--- src/rtl/pipeline_pkg.sv ---
// Shared types and constants for the pipeline hazard controller.
package pipeline_pkg;

  typedef enum logic [1:0] {
    IDLE  = 2'b00,
    WAIT  = 2'b01,
    ERROR = 2'b10
  } mem_state_t;

  localparam logic [1:0] FWD_RF = 2'b00;
  localparam logic [1:0] FWD_W  = 2'b01;
  localparam logic [1:0] FWD_M  = 2'b10;

  localparam logic [1:0] RESULT_LOAD = 2'b01;

endpackage

--- src/rtl/forward_unit.sv ---
// Operand forwarding select for one execute-stage source register.
module forward_unit
  import pipeline_pkg::*;
#(
  parameter int REGISTER_ADDRESS_WIDTH = 5
) (
  input  logic [REGISTER_ADDRESS_WIDTH-1:0] RsE_i,
  input  logic [REGISTER_ADDRESS_WIDTH-1:0] RdM_i,
  input  logic [REGISTER_ADDRESS_WIDTH-1:0] RdW_i,
  input  logic                              RegWriteM_i,
  input  logic                              RegWriteW_i,
  output logic [1:0]                        Forward_o
);

  logic w_hit_m;
  logic w_hit_w;

  // x0 is hardwired zero, so a write to it must never be forwarded
  assign w_hit_m = RegWriteM_i && (RdM_i != '0) && (RdM_i == RsE_i);
  assign w_hit_w = RegWriteW_i && (RdW_i != '0) && (RdW_i == RsE_i);

  always_comb begin
    Forward_o = FWD_RF;
    if (w_hit_m)      Forward_o = FWD_M;
    else if (w_hit_w) Forward_o = FWD_W;
  end

endmodule

--- src/rtl/hazard_ctrl.sv ---
// Pipeline hazard controller: forwarding, load-use stall, branch flush and
// a memory-wait FSM with watchdog that freezes the whole pipeline.
module hazard_ctrl
  import pipeline_pkg::*;
#(
  parameter int REGISTER_ADDRESS_WIDTH = 5,
  parameter int MAX_WAIT               = 16,
  parameter int CNT_WIDTH              = 5
) (
  input  logic                              clk_i,
  input  logic                              rst_i,
  input  logic [REGISTER_ADDRESS_WIDTH-1:0] Rs1D_i,
  input  logic [REGISTER_ADDRESS_WIDTH-1:0] Rs2D_i,
  input  logic [REGISTER_ADDRESS_WIDTH-1:0] Rs1E_i,
  input  logic [REGISTER_ADDRESS_WIDTH-1:0] Rs2E_i,
  input  logic [REGISTER_ADDRESS_WIDTH-1:0] RdE_i,
  input  logic [REGISTER_ADDRESS_WIDTH-1:0] RdM_i,
  input  logic [REGISTER_ADDRESS_WIDTH-1:0] RdW_i,
  input  logic                              RegWriteM_i,
  input  logic                              RegWriteW_i,
  input  logic [1:0]                        ResultSrcE_i,
  input  logic                              PCSrcE_i,
  input  logic                              MemReqM_i,
  input  logic                              MemReadyM_i,
  output logic                              EnF_o,
  output logic                              EnD_o,
  output logic                              EnE_o,
  output logic                              EnM_o,
  output logic                              ClrD_o,
  output logic                              ClrE_o,
  output logic                              ClrW_o,
  output logic [1:0]                        ForwardAE_o,
  output logic [1:0]                        ForwardBE_o,
  output logic                              MemTimeout_o,
  output logic [CNT_WIDTH-1:0]              WaitCount_o
);

  mem_state_t           r_state;
  mem_state_t           w_state_nxt;
  logic [CNT_WIDTH-1:0] r_count;
  logic [CNT_WIDTH-1:0] w_count_nxt;
  logic                 w_lduse;
  logic                 w_memstall;

  forward_unit #(.REGISTER_ADDRESS_WIDTH(REGISTER_ADDRESS_WIDTH)) u_fwd_a (
    .RsE_i       (Rs1E_i),
    .RdM_i       (RdM_i),
    .RdW_i       (RdW_i),
    .RegWriteM_i (RegWriteM_i),
    .RegWriteW_i (RegWriteW_i),
    .Forward_o   (ForwardAE_o)
  );

  forward_unit #(.REGISTER_ADDRESS_WIDTH(REGISTER_ADDRESS_WIDTH)) u_fwd_b (
    .RsE_i       (Rs2E_i),
    .RdM_i       (RdM_i),
    .RdW_i       (RdW_i),
    .RegWriteM_i (RegWriteM_i),
    .RegWriteW_i (RegWriteW_i),
    .Forward_o   (ForwardBE_o)
  );

  assign w_lduse = (ResultSrcE_i == RESULT_LOAD) && (RdE_i != '0) &&
                   ((RdE_i == Rs1D_i) || (RdE_i == Rs2D_i));

  assign w_memstall = ((r_state == IDLE) && MemReqM_i && !MemReadyM_i) ||
                      (r_state == WAIT) || (r_state == ERROR);

  always_ff @(posedge clk_i or posedge rst_i) begin
    if (rst_i) begin
      r_state <= IDLE;
      r_count <= '0;
    end else begin
      r_state <= w_state_nxt;
      r_count <= w_count_nxt;
    end
  end

  always_comb begin
    w_state_nxt = r_state;
    w_count_nxt = r_count;
    case (r_state)
      IDLE: begin
        if (MemReqM_i && !MemReadyM_i) begin
          w_state_nxt = WAIT;
          w_count_nxt = CNT_WIDTH'(1);
        end
      end
      WAIT: begin
        // a dropped request is treated like ready so the FSM cannot get stuck
        if (MemReadyM_i || !MemReqM_i) begin
          w_state_nxt = IDLE;
          w_count_nxt = '0;
        end else begin
          w_count_nxt = r_count + CNT_WIDTH'(1);
          if (r_count == CNT_WIDTH'(MAX_WAIT - 1)) w_state_nxt = ERROR;
        end
      end
      ERROR: begin
        w_state_nxt = ERROR;
      end
      default: begin
        w_state_nxt = IDLE;
        w_count_nxt = '0;
      end
    endcase
  end

  // clr wins over en inside the stage registers, so a freeze keeps D/E clears low
  always_comb begin
    EnF_o  = 1'b1;
    EnD_o  = 1'b1;
    EnE_o  = 1'b1;
    EnM_o  = 1'b1;
    ClrD_o = 1'b0;
    ClrE_o = 1'b0;
    ClrW_o = 1'b0;
    if (w_memstall) begin
      EnF_o  = 1'b0;
      EnD_o  = 1'b0;
      EnE_o  = 1'b0;
      EnM_o  = 1'b0;
      ClrW_o = 1'b1;
    end else if (PCSrcE_i) begin
      ClrD_o = 1'b1;
      ClrE_o = 1'b1;
    end else if (w_lduse) begin
      EnF_o  = 1'b0;
      EnD_o  = 1'b0;
      ClrE_o = 1'b1;
    end
  end

  assign MemTimeout_o = (r_state == ERROR);
  assign WaitCount_o  = r_count;

endmodule

--- config.mk ---
export PLATFORM = sky130hd
export DESIGN_NAME = hazard_ctrl
export DESIGN_NICKNAME = d
export VERILOG_FILES = /design/src/rtl/pipeline_pkg.sv /design/src/rtl/forward_unit.sv /design/src/rtl/hazard_ctrl.sv
export SDC_FILE = /design/constraint.sdc
export NUM_CORES = 1
export LEC_CHECK = 0
export ABC_CLOCK_PERIOD_IN_PS = 1500
export BUFFER_PORTS_ARGS = -buffer_cell sky130_fd_sc_hd__buf_2
export CAP_MARGIN = 30
export CORE_ASPECT_RATIO = 1.75
export CORE_MARGIN = 8
export CORE_UTILIZATION = 25
export DETAILED_ROUTE_END_ITERATION = 7
export PLACE_DENSITY = 0.63
export SYNTH_ARGS = -nofsm -noshare
export SYNTH_HDL_FRONTEND = slang
export SYNTH_SLANG_ARGS = --single-unit
export TNS_END_PERCENT = 10
--- constraint.sdc ---
create_clock -name clk_i -period 1.5 [get_ports clk_i]
set_clock_uncertainty 0.05 [all_clocks]
set_input_delay 0.15 -clock clk_i [delete_from_list [all_inputs] [get_ports clk_i]]
set_output_delay 0.15 -clock clk_i [all_outputs]
set_load 0.005 [all_outputs]
==> impl_metrics.yaml <==
worst_setup_path:
  slowest_delay_ns: 0.58
  worst_ep_arrival_time_ns: 1.46
  worst_setup_path_end_kind: "primary output"
  crit_slowest_cell: "or4_4"
  crit_family: "simple AND/OR/NAND/NOR gates"
  ff2ff_path_depth: 4
  critPathMostFrequentCell: "buf_2"
  timing.critical_path.from_type: "input pin"
  worst-path-max-fanout: 3
  timing.setup.critical_path_class: "in2out"
  worst-path-stages: 6
  worst-path-buf-inv: 2
  cp_cell_sequence: "buf_2, or4_1, o21ai_1, or4_4, nor4_4, buf_2"
  critical_path_required_ns: 1.30
cells_and_area:
  layout_common_cells: "buf_2, buf_4, xnor2_1"
  count_of_nets_after_finishing: 221
  layout.core_utilization: 0.462
  area_delta_synth_final_pct: 78.1
  antennaDiodeCount: 0
  final_cell_area_um2: 1450
  leading_cell_type_in_the_layout_fill_and_taps_excluded: "buf_2"
  post_route_cells_drive_above_1_share: 0.569
timing:
  fmaxAchievable_ghz: 0.603
  finalCritPeriodShare: 1.11
  count_of_final_hold_check_violations: 0
  period_minus_slack_ns: 1.66
  worst_pin_slew_ns: 0.327
  setup_viol_count_final: 6
  final-max-slew-violation-count: 0
  worst_slack_ns: -0.159
  maxSlewHeadroom: 0.779
  grt_setup_unrepaired: "true"
  hold_ws_ns: 0.296
  setup_total_negative_slack_ns: -0.553
worst_hold_path:
  min_delay_path_depth: 3
  hold_path.class: "in2reg"
die:
  dieHeight_um: 91.6
  floorplan.core_area_um2: 3140
  ioPinCount: 61
  die-area_um2: 5420
  floorplan.die.width_um: 59.2
  fp-row-count: 27
  initial_utilization: 0.260
detailed_routing:
  wirelength_mm: 3.32
  first_pass_iters: 4
  remaining_drc_errors: 0
  num_vias: 1030
  dr.first_iter.drc_count: 36
  routed_via_density: 4.75
  final_antenna_net_count: 0
  routed_wire_length_per_instance_um: 15.3
synth:
  synth-async-reset-ratio: 1.00
  ys_seq_area_frac: 0.215
  count_of_state_elements_after_synthesis: 7
  yosys.cell_types.count: 30
  postSynthCellCount: 95
  post_synth.cell_area_avg_um2: 8.59
  syn-cell-area_um2: 816
  yosys_warnings: 0
  postSynth.topFlopCell: "dfrtp_1"
  mappedNetlistNets: 141
  synth-edff-count: 0
clocking:
  worst_path_clk_slew_ns: 0.04
  clk_path_buf_depth: 2
  cts_buffers: 3
  h-tree-depth: 1
  clk_root_buffer_cell: "clkbuf_8"
  clock_latency_ns: 0.23
  cts_tree: "done"
  clock_sinks: 7
job:
  cap_violations: 0
global_route:
  grt_max_degree: 8
  grt_resource_usage_total: 0.121
  first_global_vias: 1124
  grt_first_pass_wirelength_mm: 5.11
  globalRouteOverflowTotal: 0
  antenna_found_initial: 0
placement:
  placed_instance_area_um2: 1250
  place_worst_setup_slack_ns: -0.152
  place_congestion: 0.926
  place.detailed.hpwl_mm: 2.79
  number_of_buffers_inserted_by_port_buffering: 60
power:
  leakage_power_nw: 0.701
  pwr_density_cell_nw_per_um2: 552
  vdd.ir_drop.worst_mv: 0.466
run_status:
  status: "finished, violations left"
  failed_checks: "setup timing"
-- worst reg2reg max path, stage by stage, from the launching register on --
cell,delay (ns)
dfrtp_1,0.40
ha_1,0.22
and3_1,0.20
ha_1,0.20
a31o_2,0.23
-- flip-flops by register name, summed over array words and instances, names as in the netlist --
name / flops
WaitCount_o: 5
r_state: 2
-- kinds of logic after synthesis --
kind of cell	Yosys count	share of synthesized area
flops	7	0.215
fa+ha+maj	2	0.0307
mux	1	0.0123
xor+xnor	31	0.333
simple gates	33	0.253
compound gates	13	0.101
buf+inv	8	0.0552
-- routing by layer --
metal / global-route usage / wire [um] / vias to the layer above
met4: 0.0683 / 123 / 0
li1: - / - / 489
met2: 0.217 / 1710 / 63
met1: 0.107 / 1110 / 468
met3: 0.0480 / 375 / 10
met5: 0 / 0 / -
-- area by class of cell --
class,count,area [um2]
clock buffers,4,45.0
fillers,320,1690
inverters,3,11.3
multi-input cells,80,693
flip-flops and latches,7,176
well taps,43,53.8
repair buffers,80,473
-- Yosys cell counts, types with 2 or more instances --
master / number / area, um2
nand3_1: 5 / 25.0
nor4_2: 2 / 25.0
nor2_1: 4 / 15.0
xnor2_1: 17 / 149
and2_1: 2 / 12.5
inv_1: 3 / 11.3
nand2_1: 6 / 22.5
buf_4: 4 / 30.0
ha_1: 2 / 25.0
xor2_1: 14 / 123
or4_1: 5 / 37.5
nor2b_1: 2 / 12.5
nor4_1: 2 / 12.5
o21ai_0: 4 / 20.0
a21oi_1: 2 / 10.0
dfrtp_1: 7 / 175
-- through the flow --
stage | cells | total power [mW]
2_1_floorplan | 95 | 0.327
3_3_place_gp | 208 | 0.482
3_5_place_dp | 208 | 0.484
4_1_cts | 215 | 0.791
5_1_grt | 217 | 0.855
6_report | 217 | 0.802
-- final timing paths --
kind / slack (ns) / start / end
worst max-delay path: -0.16 / RdW_i[0] / ForwardBE_o[0]
worst min-delay path: 0.30 / MemReqM_i / WaitCount_o[3]
worst max register to register: 0.08 / WaitCount_o[1] / r_state[1]
worst min register to register: 0.47 / WaitCount_o[4] / WaitCount_o[4]
max in group asynchronous: 0.82 / rst_i / r_state[1]
min in group asynchronous: 0.35 / rst_i / WaitCount_o[1]
-- report_power, final --
part	internal, mW	total (mW)	switching, mW	leakage (nW)
Sequential	0.197	0.202	0.00559	0.0925
Clock	0.184	0.270	0.0860	0.0228
Combinational	0.177	0.329	0.153	0.585
-- repair_timing --
item	CTS	global route
gates resized for setup	16	8
hold buffers	1	0
setup endpoints to repair	7	11
pin swaps	13	6
setup buffers	2	2
hold endpoints to repair	7	0
Note: power is estimated with default switching activity, not from simulation.
